## src/rtl/regfile_sb.sv

```systemverilog
`default_nettype none
// ============================================================================
//  Module   : regfile_sb
//  Purpose  : Parametrised register file with two write ports (ALU and load
//             writeback), two combinational read ports with optional write
//             bypass, a per-register pending-write scoreboard and a
//             sequenced clear that zeroes one register per cycle.
//  Ports    : clk, rst_n           clock, async active-low reset
//             i_wr0_*              write port 0 (ALU writeback)
//             i_wr1_*              write port 1 (load writeback, wins ties)
//             i_rd0/1_addr         read addresses
//             o_rd0/1_data         read data (combinational)
//             o_rd0/1_busy         addressed register has a pending write
//             i_mark_en/_addr      mark a destination pending at issue
//             i_clr_req            start a clear sequence
//             o_clr_busy           clear sequence in progress
//  Revision : 1.0  initial release
// ============================================================================
module regfile_sb #(
  parameter int DATA_W   = 16,
  parameter int ADDR_W   = 3,
  parameter int ZERO_REG = 1,
  parameter int BYPASS   = 1
) (
  input  logic              clk,
  input  logic              rst_n,
  input  logic              i_wr0_en,
  input  logic [ADDR_W-1:0] i_wr0_addr,
  input  logic [DATA_W-1:0] i_wr0_data,
  input  logic              i_wr1_en,
  input  logic [ADDR_W-1:0] i_wr1_addr,
  input  logic [DATA_W-1:0] i_wr1_data,
  input  logic [ADDR_W-1:0] i_rd0_addr,
  input  logic [ADDR_W-1:0] i_rd1_addr,
  output logic [DATA_W-1:0] o_rd0_data,
  output logic [DATA_W-1:0] o_rd1_data,
  output logic              o_rd0_busy,
  output logic              o_rd1_busy,
  input  logic              i_mark_en,
  input  logic [ADDR_W-1:0] i_mark_addr,
  input  logic              i_clr_req,
  output logic              o_clr_busy
);

  localparam int DEPTH = 1 << ADDR_W;

  typedef enum logic [0:0] {
    S_IDLE  = 1'b0,
    S_CLEAR = 1'b1
  } state_t;

  state_t              r_state;
  state_t              w_state_nxt;
  logic [ADDR_W-1:0]   r_cnt;
  logic [DATA_W-1:0]   r_mem [DEPTH];
  logic [DEPTH-1:0]    r_busy;

  logic                w_idle;
  logic                w_clr_start;
  logic                w_wr0_ok;
  logic                w_wr1_ok;
  logic                w_mark_ok;

  assign w_idle      = (r_state == S_IDLE);
  assign w_clr_start = w_idle && i_clr_req;

  // Effective enables: only in IDLE, and address 0 is dropped when hardwired.
  assign w_wr0_ok  = w_idle && i_wr0_en &&
                     !((ZERO_REG != 0) && (i_wr0_addr == '0));
  assign w_wr1_ok  = w_idle && i_wr1_en &&
                     !((ZERO_REG != 0) && (i_wr1_addr == '0));
  assign w_mark_ok = w_idle && i_mark_en &&
                     !((ZERO_REG != 0) && (i_mark_addr == '0));

  // --------------------------------------------------------------------------
  // Clear sequencer
  // --------------------------------------------------------------------------
  always_ff @(posedge clk or negedge rst_n) begin
    if (!rst_n) begin
      r_state <= S_IDLE;
      r_cnt   <= '0;
    end else begin
      r_state <= w_state_nxt;
      if (w_clr_start) begin
        r_cnt <= '0;
      end else if (r_state == S_CLEAR) begin
        r_cnt <= r_cnt + ADDR_W'(1);
      end
    end
  end

  always_comb begin
    w_state_nxt = r_state;
    case (r_state)
      S_IDLE:  if (i_clr_req) w_state_nxt = S_CLEAR;
      // Explicit terminal compare rather than relying on counter wrap.
      S_CLEAR: if (r_cnt == ADDR_W'(DEPTH - 1)) w_state_nxt = S_IDLE;
      default: w_state_nxt = S_IDLE;
    endcase
  end

  assign o_clr_busy = (r_state == S_CLEAR);

  // --------------------------------------------------------------------------
  // Storage and scoreboard, one slice per register
  // --------------------------------------------------------------------------
  for (genvar i = 0; i < DEPTH; i++) begin : g_reg
    logic w_hit0;
    logic w_hit1;
    logic w_mark;
    logic w_clr_me;

    assign w_hit0   = w_wr0_ok  && (i_wr0_addr  == ADDR_W'(i));
    assign w_hit1   = w_wr1_ok  && (i_wr1_addr  == ADDR_W'(i));
    assign w_mark   = w_mark_ok && (i_mark_addr == ADDR_W'(i));
    assign w_clr_me = (r_state == S_CLEAR) && (r_cnt == ADDR_W'(i));

    always_ff @(posedge clk or negedge rst_n) begin
      if (!rst_n) begin
        r_mem[i] <= '0;
      end else if (w_clr_me) begin
        r_mem[i] <= '0;
      end else if (w_hit1) begin
        r_mem[i] <= i_wr1_data;
      end else if (w_hit0) begin
        r_mem[i] <= i_wr0_data;
      end
    end

    // A mark in the same cycle as a write belongs to a newer instruction,
    // so it takes precedence over the write's release of the pending bit.
    always_ff @(posedge clk or negedge rst_n) begin
      if (!rst_n) begin
        r_busy[i] <= 1'b0;
      end else if (w_clr_start) begin
        r_busy[i] <= 1'b0;
      end else if (w_mark) begin
        r_busy[i] <= 1'b1;
      end else if (w_hit0 || w_hit1) begin
        r_busy[i] <= 1'b0;
      end
    end
  end

  // --------------------------------------------------------------------------
  // Read ports
  // --------------------------------------------------------------------------
  logic [ADDR_W-1:0] w_rd_addr [2];
  logic [DATA_W-1:0] w_rd_data [2];
  logic              w_rd_busy [2];

  assign w_rd_addr[0] = i_rd0_addr;
  assign w_rd_addr[1] = i_rd1_addr;

  for (genvar p = 0; p < 2; p++) begin : g_rd
    logic w_zero;
    logic w_byp0;
    logic w_byp1;

    assign w_zero = (ZERO_REG != 0) && (w_rd_addr[p] == '0);
    // w_wrN_ok already excludes CLEAR, so bypass is off during a clear.
    assign w_byp0 = (BYPASS != 0) && w_wr0_ok && (i_wr0_addr == w_rd_addr[p]);
    assign w_byp1 = (BYPASS != 0) && w_wr1_ok && (i_wr1_addr == w_rd_addr[p]);

    always_comb begin
      w_rd_data[p] = r_mem[w_rd_addr[p]];
      w_rd_busy[p] = r_busy[w_rd_addr[p]];
      if (w_zero) begin
        w_rd_data[p] = '0;
        w_rd_busy[p] = 1'b0;
      end else if (w_byp1) begin
        w_rd_data[p] = i_wr1_data;
        w_rd_busy[p] = 1'b0;
      end else if (w_byp0) begin
        w_rd_data[p] = i_wr0_data;
        w_rd_busy[p] = 1'b0;
      end else if (!w_idle) begin
        w_rd_busy[p] = 1'b0;
      end
    end
  end

  assign o_rd0_data = w_rd_data[0];
  assign o_rd1_data = w_rd_data[1];
  assign o_rd0_busy = w_rd_busy[0];
  assign o_rd1_busy = w_rd_busy[1];

endmodule
`default_nettype wire

```

## config.mk

```make
export PLATFORM = sky130hd
export DESIGN_NAME = regfile_sb
export DESIGN_NICKNAME = d
export VERILOG_FILES = /design/src/rtl/regfile_sb.sv
export SDC_FILE = /design/constraint.sdc
export NUM_CORES = 1
export LEC_CHECK = 0
export ABC_AREA = 1
export CAP_MARGIN = 20
export CELL_PAD_IN_SITES_DETAIL_PLACEMENT = 1
export CELL_PAD_IN_SITES_GLOBAL_PLACEMENT = 2
export CORE_MARGIN = 5
export CORE_UTILIZATION = 32
export DETAILED_ROUTE_END_ITERATION = 10
export PLACE_DENSITY = 0.79
export SYNTH_ARGS = -nofsm -noshare
export SYNTH_HDL_FRONTEND = slang
export SYNTH_SLANG_ARGS = --single-unit
```

## constraint.sdc

```tcl
create_clock -name clk -period 2.4 [get_ports clk]
set_input_delay 0.24 -clock clk [delete_from_list [all_inputs] [get_ports clk]]
set_output_delay 0.24 -clock clk [all_outputs]
set_load 0.03 [all_outputs]
```

# Yosys cells after proc, flatten, opt, wreduce, memory -nomap -nowiden
# Index checks and enable logic that the tools add are counted.
[classes]
add_sub_neg = 1
multipliers = 0
div_mod_pow = 0
n_lt_le_gt_ge = 4
n_eq_ne = 32
shift = 0
muxes = 77
bitwise = 3
reduce_logical = 77
[op_table]
columns = ["cell", "count"]
rows = [
  ["two-way mux 16 bit", 34],
  ["binary-select mux 16 bit (select 3 bit)", 2],
  ["== test 3 bit (second input constant)", 16],
  ["nonzero test 3 bit", 16],
  ["logical AND 1 bit", 43],
  ["two-way mux 1 bit", 36],
  ["== test 3 x 2 -> 1 bit (second input constant)", 8],
  ["logical NOT 3 bit", 6],
  ["== test 3 x 1 -> 1 bit (second input constant)", 4],
  ["== test 3 bit", 4],
  [">= comparator 4 bit (second input constant)", 2],
  ["logical OR 1 bit", 8],
  ["< comparator 3 x 4 -> 1 bit (second input constant)", 2],
  ["NOT 3 -> 4 bit", 2],
  ["binary-select mux 1 bit (select 3 bit)", 2],
  ["two-way mux 3 bit", 2],
  ["adder 3 x 1 -> 3 bit (second input constant)", 1],
  ["logical NOT 1 bit", 3],
  ["one-hot mux 1 bit (2 select lines)", 1],
  ["nonzero test 2 bit", 1],
  ["NOT 1 bit", 1],
]
[word_totals]
regBits = 140
latchBits = 0
ram_bits = 0
rom_bits = 0
output_inout_bits = 35
mem_count = 0

# Longest topological paths before layout
# Gate-level depths: netlist of run 1.
[depth]
depth_word = 8
mapped_depth = 12
ltp_nobuf = 9

# Worst setup path before layout of run 1
# OpenSTA, ideal clock, no wires.
[synth_timing]
path_kind = "reg-to-output"
start = "register r_state (netlist: o_clr_busy)"
end = "output o_rd1_data[10]"
t_arrival_ns = 1.866
required_ns = 2.160
slack_ns = 0.294
path_stages_with_launch = 9
path_buffers = 1
path_cell_list = "dfrtp_1 -> inv_2 -> nand2_1 -> a21oi_2 -> nand4_1 -> clkbuf_1 -> nand2_1 -> nor2_1 -> nor2_1"
[synth_between]
elab_chain_cells = 7
[synth_lines]
columns = ["item", "line_no", "text"]
rows = [
  ["start, declared", "52", "state_t r_state;"],
  ["start signal, assigned", "83", "r_state <= w_state_nxt;"],
  ["NOT 1 bit (*)", "64", "assign w_idle = (r_state == S_IDLE);"],
  ["logical AND 1 bit (2 in a row)", "68", "assign w_wr0_ok = w_idle && i_wr0_en &&"],
  ["logical AND 1 bit", "162", "assign w_byp0 = (BYPASS != 0) && w_wr0_ok && (i_wr0_addr == w_rd_addr[p]);"],
  ["two-way mux 16 bit", "174", "end else if (w_byp0) begin"],
  ["two-way mux 16 bit (*)", "171", "end else if (w_byp1) begin"],
  ["two-way mux 16 bit (*)", "168", "if (w_zero) begin"],
  ["end, declared", "36", "output logic [DATA_W-1:0] o_rd1_data,"],
]
# Every way passes the cells marked *; elsewhere a longest branch is shown, timed or not.

# Final worst setup path of run 1
[layout_timing]
start = "register r_state (netlist: o_clr_busy)"
end = "output o_rd0_data[7]"
[layout_between]
elab_chain_cells = 7
[layout_lines]
columns = ["item", "line_no", "text"]
rows = [
  ["NOT 1 bit (*)", "64", ""],
  ["logical AND 1 bit (2 in a row)", "68", ""],
  ["logical AND 1 bit", "162", ""],
  ["two-way mux 16 bit", "174", ""],
  ["two-way mux 16 bit (*)", "171", ""],
  ["two-way mux 16 bit (*)", "168", ""],
  ["end, declared", "35", "output logic [DATA_W-1:0] o_rd0_data,"],
]
# Marks and branches as above.

==> impl_metrics.xml, run 1 <==
<?xml version="1.0" encoding="UTF-8"?>
<metrics>
  <group name="floorplan">
    <metric name="fp.dieW" unit="microns">191.8</metric>
    <metric name="ios" unit="">88</metric>
    <metric name="die_area" unit="sq um">36800</metric>
    <metric name="die_h" unit="microns">191.8</metric>
    <metric name="num_rows" unit="">66</metric>
    <metric name="start_util" unit="%">32.44</metric>
    <metric name="core" unit="sq um">32620</metric>
  </group>
  <group name="routing">
    <metric name="drt_drc_violations_left" unit="">0</metric>
    <metric name="dr_total_vias" unit="">12760</metric>
    <metric name="drt-vias-per-instance" unit="">5.383</metric>
    <metric name="first_pass_iters" unit="">5</metric>
    <metric name="wirelength" unit="microns">54630</metric>
    <metric name="avgRoutedWirePerCell" unit="microns">23.04</metric>
    <metric name="route.antenna.remaining_nets" unit="">0</metric>
    <metric name="drtIter0Drc" unit="">988</metric>
  </group>
  <group name="clock_tree">
    <metric name="cts_buffers" unit="">17</metric>
    <metric name="numClockSinks" unit="">140</metric>
    <metric name="cts-htree-levels" unit="">4</metric>
    <metric name="insertion_delay" unit="ns">0.45</metric>
    <metric name="cts-root-buf" unit="">sky130_fd_sc_hd__clkbuf_16</metric>
    <metric name="clk_path_buf_depth" unit="">2</metric>
    <metric name="cts.clk_slew.worst_paths" unit="ns">0.06</metric>
    <metric name="tritoncts" unit="">done</metric>
  </group>
  <group name="outcome">
    <metric name="outcome" unit="">finished, violations left</metric>
    <metric name="violated_checks" unit="">negative setup slack</metric>
  </group>
  <group name="sta">
    <metric name="finalWorstPathRequiredPeriod" unit="ns">2.502</metric>
    <metric name="maxSlewHeadroom" unit="%">61.28</metric>
    <metric name="finalMaxSlewViolations" unit="">0</metric>
    <metric name="layout_setup_ws" unit="ns">-0.1017</metric>
    <metric name="final.period_utilization" unit="%">104.2</metric>
    <metric name="tightestPinTransition" unit="ns">0.5790</metric>
    <metric name="timing.clock.skew" unit="ns">0.008366</metric>
    <metric name="max_clock_freq" unit="MHz">399.7</metric>
    <metric name="fin_setup_tns" unit="ns">-0.8099</metric>
    <metric name="grt_setup_unrepaired" unit="">yes</metric>
    <metric name="finalHoldViolCount" unit="">0</metric>
    <metric name="setup-violations-final" unit="">18</metric>
  </group>
  <group name="worst_setup_path">
    <metric name="cp_num_buf_inv" unit="">6</metric>
    <metric name="timing.critical_path.to_type" unit="">output port</metric>
    <metric name="critPathSlowestCell" unit="">sky130_fd_sc_hd__dfrtp_1</metric>
    <metric name="worst-setup-path-type" unit="">register to output port</metric>
    <metric name="timing.critical_path.required" unit="ns">2.16</metric>
    <metric name="arrival" unit="ns">2.26</metric>
    <metric name="cp_common_cell" unit="">sky130_fd_sc_hd__buf_12</metric>
    <metric name="worstPathMaxFanout" unit="">8</metric>
    <metric name="source_of_the_critical_timing_path" unit="">o_clr_busy</metric>
    <metric name="critPathLaunchType" unit="">register</metric>
    <metric name="worst_path_largest_cell_delay" unit="ns">0.40</metric>
    <metric name="path_delay_family" unit="">buffers and inverters</metric>
    <metric name="crit_path_cells" unit="">inv_2, nand2_2, a21oi_4, nand4_1, buf_6, buf_12, clkbuf_16, nand2_4, nor2_2, nor2_1, buf_4, buf_12</metric>
    <metric name="r2r-start" unit="">o_clr_busy</metric>
  </group>
  <group name="grt">
    <metric name="grt-busiest-layer" unit="">met2</metric>
    <metric name="grt_usage" unit="%">29.27</metric>
    <metric name="antenna_found_initial" unit="">1</metric>
    <metric name="globalRouteMet1Util" unit="%">38.30</metric>
    <metric name="grt_pass1_wl" unit="microns">79760</metric>
    <metric name="grtUsageMet3" unit="%">4.435</metric>
    <metric name="grt_start_max_net_pins" unit="">56</metric>
    <metric name="grtUsageMet2" unit="%">49.03</metric>
    <metric name="gr-total-overflow" unit="">0</metric>
    <metric name="first_global_vias" unit="">12880</metric>
  </group>
  <group name="synth">
    <metric name="syn-cell-area" unit="sq um">10580</metric>
    <metric name="syn_inst" unit="">1762</metric>
    <metric name="synthesis.nets" unit="">1821</metric>
    <metric name="synth.avg_cell_area" unit="sq um">6.005</metric>
    <metric name="synth_sequential_area_ratio" unit="%">33.11</metric>
    <metric name="synthDistinctLibCells" unit="">29</metric>
    <metric name="synth.yosys.warnings" unit="">0</metric>
    <metric name="total_of_flip_flops_plus_latches_after_synthesis" unit="">140</metric>
  </group>
  <group name="place">
    <metric name="place.port_buffers" unit="">87</metric>
    <metric name="gp_congestion" unit="">0.9320</metric>
    <metric name="placed_area" unit="sq um">12830</metric>
    <metric name="count_of_placed_standard_cells_including_taps" unit="">2322</metric>
    <metric name="detail_placement_hpwl" unit="microns">40310</metric>
  </group>
  <group name="power">
    <metric name="total_power" unit="W">0.01228</metric>
    <metric name="power_per_cell_area" unit="nW/um^2">865.6</metric>
    <metric name="power_switching" unit="W">0.005106</metric>
    <metric name="leakagePower" unit="nW">7.146</metric>
    <metric name="p_sw_share" unit="%">41.57</metric>
    <metric name="power.combinational.fraction" unit="%">43.7</metric>
    <metric name="peakVddDrop" unit="mV">0.6501</metric>
    <metric name="sequentialPowerShare" unit="%">30.7</metric>
    <metric name="p_clk_share" unit="%">25.5</metric>
    <metric name="p_int" unit="W">0.007178</metric>
  </group>
  <group name="cells_and_area">
    <metric name="fin_cells" unit="">2371</metric>
    <metric name="final_nets" unit="">1976</metric>
    <metric name="final_area" unit="sq um">14190</metric>
    <metric name="drive_gt1_share" unit="%">17.21</metric>
    <metric name="fin_util" unit="%">43.51</metric>
    <metric name="antenna-diode-count" unit="">0</metric>
    <metric name="area_growth_syn_to_layout" unit="%">34.11</metric>
  </group>
  <group name="run">
    <metric name="drv.max_cap_violation_count" unit="">0</metric>
  </group>
  <group name="hold_path">
    <metric name="hold_path_class" unit="">primary input to async pin</metric>
  </group>
</metrics>
## per-layer routing
layer  vias to the layer above  share of wire, %
met5                         -                 0
met4                         0               3.5
met3                        98               5.4
met2                       409                48
met1                      6337                43
li1                       5920                 -
## registers in the layout (all words and copies together), names as in the netlist
name and count:
o_clr_busy 1, r_busy 8, r_cnt 3, r_mem 128
## power by group through the flow
stage	clock, W	sequential [W]	combinational [W]
global placement	0	0.00375	0.00501
detailed placement	0	0.00380	0.00511
CTS	0.00317	0.00376	0.00520
global route	0.00328	0.00387	0.00589
floorplan	0	0.00367	0.00303
finish	0.00314	0.00378	0.00537
## per-stage QoR
stage | hold slack [ns] | setup slack (ns)
3_3_place_gp | 0.2450 | -0.4704
3_5_place_dp | 0.2423 | -0.4527
5_1_grt | 0.3664 | -0.1761
4_1_cts | 0.3368 | -0.06099
2_1_floorplan | -0.05559 | 0.2944
6_report | 0.3201 | -0.1017
## cell usage in the layout, fill, tap and decap left out, types with 2 or more instances in the layout
cell / Yosys / routed
sky130_fd_sc_hd__nand3_2: 1 / 2
sky130_fd_sc_hd__dfrtp_1: 140 / 140
sky130_fd_sc_hd__nand2_2: 2 / 14
sky130_fd_sc_hd__clkinvlp_4: 0 / 3
sky130_fd_sc_hd__clkdlybuf4s50_1: 0 / 46
sky130_fd_sc_hd__nor2_1: 163 / 131
sky130_fd_sc_hd__a21oi_1: 24 / 24
sky130_fd_sc_hd__o211ai_1: 11 / 11
sky130_fd_sc_hd__nand4_1: 23 / 23
sky130_fd_sc_hd__xnor2_1: 7 / 6
sky130_fd_sc_hd__o22ai_1: 41 / 41
sky130_fd_sc_hd__buf_6: 0 / 20
sky130_fd_sc_hd__clkbuf_16: 0 / 23
sky130_fd_sc_hd__dlygate4sd2_1: 0 / 2
sky130_fd_sc_hd__clkbuf_8: 0 / 2
sky130_fd_sc_hd__inv_2: 8 / 10
sky130_fd_sc_hd__ha_1: 6 / 6
sky130_fd_sc_hd__buf_2: 65 / 8
sky130_fd_sc_hd__o21ai_2: 1 / 12
sky130_fd_sc_hd__bufinv_16: 0 / 6
sky130_fd_sc_hd__inv_1: 184 / 181
sky130_fd_sc_hd__or2_2: 9 / 9
sky130_fd_sc_hd__nand2_4: 0 / 12
sky130_fd_sc_hd__buf_12: 0 / 29
sky130_fd_sc_hd__nand2_1: 615 / 591
sky130_fd_sc_hd__clkinv_2: 0 / 3
sky130_fd_sc_hd__o21ai_1: 42 / 46
sky130_fd_sc_hd__nor2_4: 1 / 15
sky130_fd_sc_hd__buf_4: 2 / 134
sky130_fd_sc_hd__a21oi_4: 0 / 2
sky130_fd_sc_hd__nand3_1: 202 / 201
sky130_fd_sc_hd__nor2_2: 5 / 23
sky130_fd_sc_hd__o21ai_0: 158 / 143
## kinds of logic after synthesis
group / share of synthesized area (%)
AOI/OAI and AO/OA: 14.12
DFF: 33.11
buffers and inverters: 11.69
xor gates and xnor gates: 0.6622
and+or+nand+nor: 39.71
adders and majority gates: 0.7095
## layout make-up
cell class,instances,area [sq um]
Fill cell,4270,18430
Tap cell,442,553.0
Inverter,193,726.9
Sequential cell,140,3503
Clock inverter,12,217.7
Clock buffer,19,452.9
Multi-Input combinational cell,1316,6180
Timing Repair Buffer,249,2557
## cells in the mapped netlist
master | n | area, sq um
sky130_fd_sc_hd__nand4_1 | 23 | 143.9
sky130_fd_sc_hd__dfrtp_1 | 140 | 3503
sky130_fd_sc_hd__buf_4 | 2 | 15.01
sky130_fd_sc_hd__o211ai_1 | 11 | 82.58
sky130_fd_sc_hd__nor2_2 | 5 | 31.28
sky130_fd_sc_hd__xor2_1 | 1 | 8.760
sky130_fd_sc_hd__nand3_1 | 202 | 1011
sky130_fd_sc_hd__o21ai_0 | 158 | 790.8
sky130_fd_sc_hd__buf_1 | 7 | 26.28
sky130_fd_sc_hd__nand2_2 | 2 | 12.51
sky130_fd_sc_hd__nor2_1 | 163 | 611.8
sky130_fd_sc_hd__ha_1 | 6 | 75.07
sky130_fd_sc_hd__clkbuf_1 | 39 | 146.4
sky130_fd_sc_hd__o21ai_2 | 1 | 8.760
sky130_fd_sc_hd__nand3_2 | 1 | 10.01
sky130_fd_sc_hd__nand2_1 | 615 | 2308
sky130_fd_sc_hd__a21oi_1 | 24 | 120.1
sky130_fd_sc_hd__inv_2 | 8 | 30.03
sky130_fd_sc_hd__xnor2_1 | 7 | 61.31
sky130_fd_sc_hd__nor3_1 | 1 | 5.000
sky130_fd_sc_hd__o22ai_1 | 41 | 256.5
sky130_fd_sc_hd__inv_1 | 184 | 690.7
sky130_fd_sc_hd__o21a_1 | 1 | 7.510
sky130_fd_sc_hd__nor2_4 | 1 | 11.26
sky130_fd_sc_hd__a21oi_2 | 2 | 17.52
sky130_fd_sc_hd__clkinv_1 | 1 | 3.750
sky130_fd_sc_hd__or2_2 | 9 | 56.30
sky130_fd_sc_hd__o21ai_1 | 42 | 210.2
sky130_fd_sc_hd__buf_2 | 65 | 325.3
## repair_timing
action	CTS	global route
hold buffers	1	0
endpoints found under the setup margin	32	34
setup buffers	3	6
gates resized for setup	92	133
pin swaps	2	28
cloned	2	6
hold endpoints to repair	47	0
## path summary, 6_finish.rpt
path | slack [ns] | depth (start not counted) | to
max in group asynchronous | 1.30 | 3 | r_mem[96]
setup / recovery | -0.10 | 12 | o_rd0_data[7]
setup reg to reg | 0.34 | 10 | r_busy[1]
min in group clk | 0.47 | 3 | o_clr_busy
hold / removal | 0.32 | 2 | r_mem[11]
hold reg to reg | 0.49 | 2 | r_mem[97]
(Power assumes the default switching activity.)
==> inputs of run 2 (changes only) <==
- TNS_END_PERCENT: not set -> 50
==> run 2 against run 1 <==
The run still ends with negative setup slack left. Core utilization shrank 0.48 points. Sequential power about the same. Wire length fell by 1.2%. Critical path type unchanged. Largest cell class unchanged.
==> impl_metrics.xml, run 2 (synthesized netlist as in run 1, its figures left out) <==
<?xml version="1.0" encoding="UTF-8"?>
<metrics>
  <group name="worst_setup_path">
    <metric name="critPathLaunchType" unit="">register</metric>
    <metric name="cp_common_cell" unit="">sky130_fd_sc_hd__buf_12</metric>
    <metric name="source_of_the_critical_timing_path" unit="">o_clr_busy</metric>
    <metric name="r2r-start" unit="">o_clr_busy</metric>
    <metric name="critPathSlowestCell" unit="">sky130_fd_sc_hd__dfrtp_1</metric>
    <metric name="worstPathMaxFanout" unit="">8</metric>
    <metric name="timing.critical_path.to_type" unit="">output port</metric>
    <metric name="worst-setup-path-type" unit="">register to output port</metric>
    <metric name="crit_path_cells" unit="">inv_2, nand2_2, a21oi_4, nand4_1, buf_6, buf_12, clkbuf_16, nand2_4, nor2_2, nor2_1, buf_4, buf_12</metric>
    <metric name="worst_path_largest_cell_delay" unit="ns">0.40</metric>
    <metric name="arrival" unit="ns">2.26</metric>
    <metric name="cp_num_buf_inv" unit="">6</metric>
    <metric name="timing.critical_path.required" unit="ns">2.16</metric>
    <metric name="path_delay_family" unit="">buffers and inverters</metric>
  </group>
  <group name="floorplan">
    <metric name="start_util" unit="%">32.44</metric>
    <metric name="ios" unit="">88</metric>
    <metric name="die_h" unit="microns">191.8</metric>
    <metric name="core" unit="sq um">32620</metric>
    <metric name="fp.dieW" unit="microns">191.8</metric>
    <metric name="die_area" unit="sq um">36800</metric>
    <metric name="num_rows" unit="">66</metric>
  </group>
  <group name="cells_and_area">
    <metric name="fin_cells" unit="">2364</metric>
    <metric name="final_nets" unit="">1969</metric>
    <metric name="mostFrequentLayoutCells" unit="">sky130_fd_sc_hd__nand2_1 (598), sky130_fd_sc_hd__nand3_1 (201), sky130_fd_sc_hd__inv_1 (181), sky130_fd_sc_hd__o21ai_0 (144), sky130_fd_sc_hd__dfrtp_1 (140)</metric>
    <metric name="largest_register_ff_count" unit="">128</metric>
    <metric name="top_register" unit="">r_mem</metric>
    <metric name="fill_cells" unit="">4282</metric>
    <metric name="final_area" unit="sq um">14030</metric>
    <metric name="layout_top_registers" unit="">r_mem (128), r_busy (8), r_cnt (3)</metric>
    <metric name="area_growth_syn_to_layout" unit="%">32.64</metric>
    <metric name="layout.cells.most_common" unit="">sky130_fd_sc_hd__nand2_1</metric>
    <metric name="drive_gt1_share" unit="%">16.08</metric>
    <metric name="antenna-diode-count" unit="">0</metric>
  </group>
  <group name="clock_tree">
    <metric name="cts-htree-levels" unit="">4</metric>
    <metric name="numClockSinks" unit="">140</metric>
    <metric name="cts-root-buf" unit="">sky130_fd_sc_hd__clkbuf_16</metric>
    <metric name="clk_path_buf_depth" unit="">2</metric>
    <metric name="cts_buffers" unit="">17</metric>
    <metric name="tritoncts" unit="">done</metric>
    <metric name="insertion_delay" unit="ns">0.45</metric>
    <metric name="cts.clk_slew.worst_paths" unit="ns">0.06</metric>
  </group>
  <group name="power">
    <metric name="leakagePower" unit="nW">7.073</metric>
    <metric name="p_int" unit="W">0.007158</metric>
    <metric name="sequentialPowerShare" unit="%">30.9</metric>
    <metric name="peakVddDrop" unit="mV">0.6426</metric>
    <metric name="power_per_cell_area" unit="nW/um^2">872.2</metric>
    <metric name="power.combinational.fraction" unit="%">43.5</metric>
    <metric name="p_clk_share" unit="%">25.6</metric>
    <metric name="power_switching" unit="W">0.005083</metric>
    <metric name="p_sw_share" unit="%">41.52</metric>
    <metric name="total_power" unit="W">0.01224</metric>
  </group>
  <group name="sta">
    <metric name="grt_setup_unrepaired" unit="">yes</metric>
    <metric name="finalMaxSlewViolations" unit="">0</metric>
    <metric name="final.period_utilization" unit="%">104.2</metric>
    <metric name="maxSlewHeadroom" unit="%">61.99</metric>
    <metric name="finalWorstPathRequiredPeriod" unit="ns">2.500</metric>
    <metric name="tightestPinTransition" unit="ns">0.5702</metric>
    <metric name="timing.clock.skew" unit="ns">0.008240</metric>
    <metric name="max_clock_freq" unit="MHz">400.0</metric>
    <metric name="setup-violations-final" unit="">22</metric>
    <metric name="fin_setup_tns" unit="ns">-1.249</metric>
    <metric name="finalHoldViolCount" unit="">0</metric>
    <metric name="layout_setup_ws" unit="ns">-0.1000</metric>
  </group>
  <group name="routing">
    <metric name="wirelength" unit="microns">53980</metric>
    <metric name="drt_drc_violations_left" unit="">0</metric>
    <metric name="dr_total_vias" unit="">12590</metric>
    <metric name="drt-vias-per-instance" unit="">5.327</metric>
    <metric name="route.antenna.remaining_nets" unit="">0</metric>
    <metric name="drtIter0Drc" unit="">949</metric>
    <metric name="avgRoutedWirePerCell" unit="microns">22.83</metric>
    <metric name="first_pass_iters" unit="">5</metric>
  </group>
  <group name="place">
    <metric name="detail_placement_hpwl" unit="microns">40310</metric>
    <metric name="count_of_placed_standard_cells_including_taps" unit="">2322</metric>
    <metric name="placed_area" unit="sq um">12830</metric>
    <metric name="place.port_buffers" unit="">87</metric>
    <metric name="gp_congestion" unit="">0.9320</metric>
  </group>
  <group name="grt">
    <metric name="grt_usage" unit="%">29.26</metric>
    <metric name="grt_pass1_wl" unit="microns">79720</metric>
    <metric name="antenna_found_initial" unit="">1</metric>
    <metric name="first_global_vias" unit="">12900</metric>
    <metric name="gr-total-overflow" unit="">0</metric>
    <metric name="grt_start_max_net_pins" unit="">56</metric>
  </group>
  <group name="outcome">
    <metric name="outcome" unit="">finished, violations left</metric>
    <metric name="violated_checks" unit="">negative setup slack</metric>
  </group>
  <group name="hold_path">
    <metric name="hold_path_class" unit="">primary input to async pin</metric>
  </group>
  <group name="run">
    <metric name="drv.max_cap_violation_count" unit="">0</metric>
  </group>
</metrics>
==> run 2: timing repair <==
action	CTS	global route
hold endpoints to repair	47	0
endpoints found under the setup margin	32	34
gates resized for setup	92	88
hold buffers	1	0
setup buffers	3	1
cloned	2	4
pin swaps	2	19
==> run 2: metrics by stage <==
step / util (%) / worst slack [ns] / hold WS, ns
floorplan: - / 0.2944 / -0.05559
global placement: 39.35 / -0.4704 / 0.2450
detailed placement: 39.35 / -0.4527 / 0.2423
CTS: 41.94 / -0.06099 / 0.3368
global route: 43.03 / -0.1827 / 0.3664
finish: 43.03 / -0.1000 / 0.3211
==> run 2: power by group through the flow <==
stage	Sequential (W)	Combinational (W)	Clock (W)
6_report	0.00378	0.00533	0.00313
4_1_cts	0.00376	0.00520	0.00317
3_3_place_gp	0.00375	0.00501	0
2_1_floorplan	0.00367	0.00303	0
3_5_place_dp	0.00380	0.00511	0
5_1_grt	0.00387	0.00585	0.00328
==> run 2: path summary, 6_finish.rpt <==
check,cells past startpoint,slack (ns),endpoint
worst min register to register,2,0.50,r_mem[120]
min in group clk,3,0.47,o_clr_busy
worst max-delay path,12,-0.10,o_rd0_data[7]
max in group asynchronous,3,1.30,r_mem[72]
worst max register to register,10,0.34,r_busy[1]
worst min-delay path,2,0.32,r_mem[11]
==> run 2: per-layer routing <==
layer	part of all wire (%)	vias to the layer above	GRT usage [%]
met5	0	-	0
met4	3.7	0	10.91
met3	4.7	89	4.435
met2	48	360	48.89
met1	44	6236	38.29
li1	-	5907	-
==> run 2: cell type report <==
cell class	instances	area, sq um	share of cell area [%]
Tap cell	442	553.0	3.940
Inverter	193	726.9	5.180
Sequential cell	140	3503	24.96
Multi-Input combinational cell	1316	6110	43.53
Clock buffer	19	452.9	3.227
Clock inverter	12	217.7	1.551
Timing Repair Buffer	242	2471	17.61
==> inputs of run 3 (changes only) <==
- PLACE_DENSITY: 0.79 -> not set
- PLACE_DENSITY_LB_ADDON: not set -> 0.05
==> run 3 against run 2 <==
The run still ends with negative setup slack left. Power fell by 1.8%. Critical path depth down 1. Via count rose by 0.21%. Critical endpoint is now o_rd0_data[4]. Largest cell class unchanged.
==> impl_metrics.xml, run 3 (synthesized netlist as in run 1, its figures left out) <==
<?xml version="1.0" encoding="UTF-8"?>
<metrics>
  <group name="outcome">
    <metric name="outcome" unit="">finished, violations left</metric>
    <metric name="violated_checks" unit="">negative setup slack</metric>
  </group>
  <group name="place">
    <metric name="count_of_placed_standard_cells_including_taps" unit="">2317</metric>
    <metric name="gp_congestion" unit="">0.9329</metric>
    <metric name="place.port_buffers" unit="">87</metric>
    <metric name="detail_placement_hpwl" unit="microns">40670</metric>
  </group>
  <group name="clock_tree">
    <metric name="cts.clk_slew.worst_paths" unit="ns">0.07</metric>
    <metric name="numClockSinks" unit="">140</metric>
    <metric name="cts-htree-levels" unit="">4</metric>
    <metric name="insertion_delay" unit="ns">0.44</metric>
    <metric name="clk_path_buf_depth" unit="">2</metric>
    <metric name="cts_buffers" unit="">17</metric>
    <metric name="tritoncts" unit="">done</metric>
    <metric name="cts-root-buf" unit="">sky130_fd_sc_hd__clkbuf_16</metric>
  </group>
  <group name="hold_path">
    <metric name="hold_path_class" unit="">primary input to async pin</metric>
  </group>
  <group name="routing">
    <metric name="first_pass_iters" unit="">5</metric>
    <metric name="route.antenna.remaining_nets" unit="">0</metric>
    <metric name="avgRoutedWirePerCell" unit="microns">23.69</metric>
    <metric name="drt_drc_violations_left" unit="">0</metric>
    <metric name="wirelength" unit="microns">56020</metric>
    <metric name="drt-vias-per-instance" unit="">5.335</metric>
    <metric name="dr_total_vias" unit="">12620</metric>
    <metric name="drtIter0Drc" unit="">802</metric>
  </group>
  <group name="cells_and_area">
    <metric name="layout_top_registers" unit="">r_mem (128), r_busy (8), r_cnt (3)</metric>
    <metric name="area_growth_syn_to_layout" unit="%">30.94</metric>
    <metric name="final_nets" unit="">1969</metric>
    <metric name="fin_cells" unit="">2365</metric>
    <metric name="drive_gt1_share" unit="%">15.55</metric>
    <metric name="largest_register_ff_count" unit="">128</metric>
    <metric name="mostFrequentLayoutCells" unit="">sky130_fd_sc_hd__nand2_1 (603), sky130_fd_sc_hd__nand3_1 (201), sky130_fd_sc_hd__inv_1 (181), sky130_fd_sc_hd__o21ai_0 (145), sky130_fd_sc_hd__dfrtp_1 (140)</metric>
    <metric name="layout.cells.most_common" unit="">sky130_fd_sc_hd__nand2_1</metric>
    <metric name="top_register" unit="">r_mem</metric>
    <metric name="antenna-diode-count" unit="">0</metric>
  </group>
  <group name="sta">
    <metric name="finalMaxSlewViolations" unit="">0</metric>
    <metric name="finalWorstPathRequiredPeriod" unit="ns">2.488</metric>
    <metric name="final.period_utilization" unit="%">103.7</metric>
    <metric name="finalHoldWorstSlack" unit="ns">0.2923</metric>
    <metric name="tightestPinTransition" unit="ns">0.5719</metric>
    <metric name="timing.clock.skew" unit="ns">0.01107</metric>
    <metric name="setup-violations-final" unit="">20</metric>
    <metric name="fin_setup_tns" unit="ns">-0.8859</metric>
    <metric name="maxSlewHeadroom" unit="%">61.87</metric>
    <metric name="layout_setup_ws" unit="ns">-0.08828</metric>
    <metric name="max_clock_freq" unit="MHz">401.9</metric>
    <metric name="finalHoldViolCount" unit="">0</metric>
    <metric name="grt_setup_unrepaired" unit="">yes</metric>
  </group>
  <group name="worst_setup_path">
    <metric name="cp_num_buf_inv" unit="">5</metric>
    <metric name="worst-setup-path-type" unit="">register to output port</metric>
    <metric name="path_delay_family" unit="">buffers and inverters</metric>
    <metric name="critPathLaunchType" unit="">register</metric>
    <metric name="worst_path_largest_cell_delay" unit="ns">0.39</metric>
    <metric name="slack_of_the_worst_reg_to_reg_path" unit="ns">0.30</metric>
    <metric name="critPathSlowestCell" unit="">sky130_fd_sc_hd__dfrtp_1</metric>
    <metric name="r2r_cells" unit="">11</metric>
    <metric name="r2r-start" unit="">o_clr_busy</metric>
    <metric name="worst_r2r_endpoint" unit="">r_mem[80]</metric>
    <metric name="timing.critical_path.to_type" unit="">output port</metric>
    <metric name="arrival" unit="ns">2.25</metric>
    <metric name="crit_path_cells" unit="">inv_2, nand2_2, a21oi_4, nand4_1, buf_6, buf_12, buf_8, nand2_1, nor2_1, nor2_2, buf_4</metric>
    <metric name="worstPathMaxFanout" unit="">7</metric>
    <metric name="timing.critical_path.required" unit="ns">2.16</metric>
  </group>
  <group name="grt">
    <metric name="gr-total-overflow" unit="">0</metric>
    <metric name="grt_usage" unit="%">30.02</metric>
    <metric name="grt_pass1_wl" unit="microns">82040</metric>
    <metric name="first_global_vias" unit="">12950</metric>
    <metric name="antenna_found_initial" unit="">0</metric>
    <metric name="grt-busiest-layer" unit="">met2</metric>
    <metric name="grtUsageMet3" unit="%">3.144</metric>
    <metric name="grt_start_max_net_pins" unit="">45</metric>
    <metric name="grtUsageMet2" unit="%">52.76</metric>
    <metric name="globalRouteMet1Util" unit="%">38.55</metric>
  </group>
  <group name="power">
    <metric name="peakVddDrop" unit="mV">0.5354</metric>
    <metric name="total_power" unit="W">0.01202</metric>
    <metric name="power_per_cell_area" unit="nW/um^2">867.5</metric>
    <metric name="leakagePower" unit="nW">7.043</metric>
  </group>
  <group name="floorplan">
    <metric name="start_util" unit="%">32.44</metric>
    <metric name="die_area" unit="sq um">36800</metric>
    <metric name="num_rows" unit="">66</metric>
    <metric name="die_h" unit="microns">191.8</metric>
    <metric name="ios" unit="">88</metric>
    <metric name="core" unit="sq um">32620</metric>
    <metric name="fp.dieW" unit="microns">191.8</metric>
  </group>
  <group name="run">
    <metric name="drv.max_cap_violation_count" unit="">0</metric>
  </group>
</metrics>
## run 3: cell count changes in the layout (fill, tap and decap cells not counted), sizes merged
cell	before	now
buf	183	186
bufbuf	2	0
bufinv	6	3
clkbuf	23	29
clkdlybuf4s15	4	0
clkdlybuf4s50	46	45
dlymetal6s2s	0	1
inv	192	193
## run 3: through the flow
| step | util (%) | instance area, sq um | setup slack, ns |
|---|---|---|---|
| CTS | 41.47 | 13530 | -0.06610 |
| global route | 42.48 | 13860 | -0.1672 |
| detailed placement | 39.16 | 12770 | -0.2926 |
| global placement | 39.16 | 12770 | -0.2952 |
| finish | 42.48 | 13860 | -0.08828 |
| floorplan | - | 10580 | 0.2944 |
## run 3: how the worst max path moves through the flow
| stage | startpoint | end | slack (ns) | cells past startpoint |
|---|---|---|---|---|
| after CTS | o_clr_busy | o_rd1_data[2] | -0.07 | 13 |
| after global placement | i_rd0_addr[2] | o_rd0_data[0] | -0.30 | 9 |
| after detailed placement | i_rd0_addr[2] | o_rd0_data[0] | -0.29 | 9 |
| after global routing | o_clr_busy | o_rd0_data[12] | -0.17 | 11 |
| after floorplan | o_clr_busy | o_rd1_data[10] | 0.29 | 8 |
| final | o_clr_busy | o_rd0_data[4] | -0.09 | 11 |
## run 3: report_power, final
| part | leakage, nW | total [W] | switching, W | internal [W] |
|---|---|---|---|---|
| logic | 4.85 | 0.00532 | 0.00341 | 0.00191 |
| registers | 1.89 | 0.00378 | 0.000552 | 0.00323 |
| clock network | 0.299 | 0.00292 | 0.00118 | 0.00175 |
## run 3: cell type report
cell class,count,area [sq um]
Inverter,193,726.9
Clock inverter,10,136.4
Clock buffer,22,484.2
Multi-Input combinational cell,1316,6023
Sequential cell,140,3503
Timing Repair Buffer,242,2429
Fill cell,4302,18760
Tap cell,442,553.0
## run 3: repair_timing
action | 4_1_cts | 5_1_grt
hold buffers | 1 | 0
pin swaps | 4 | 19
resized for setup | 47 | 91
endpoints found under the hold margin | 40 | 0
endpoints found under the setup margin | 32 | 32
setup buffers | 3 | 6
gates cloned | 1 | 6
## run 3: per-layer routing
metal	wire length, microns	vias to the layer above
li1	-	5909
met1	24600	6294
met2	27400	340
met3	2135	75
met4	1883	0
met5	0	-
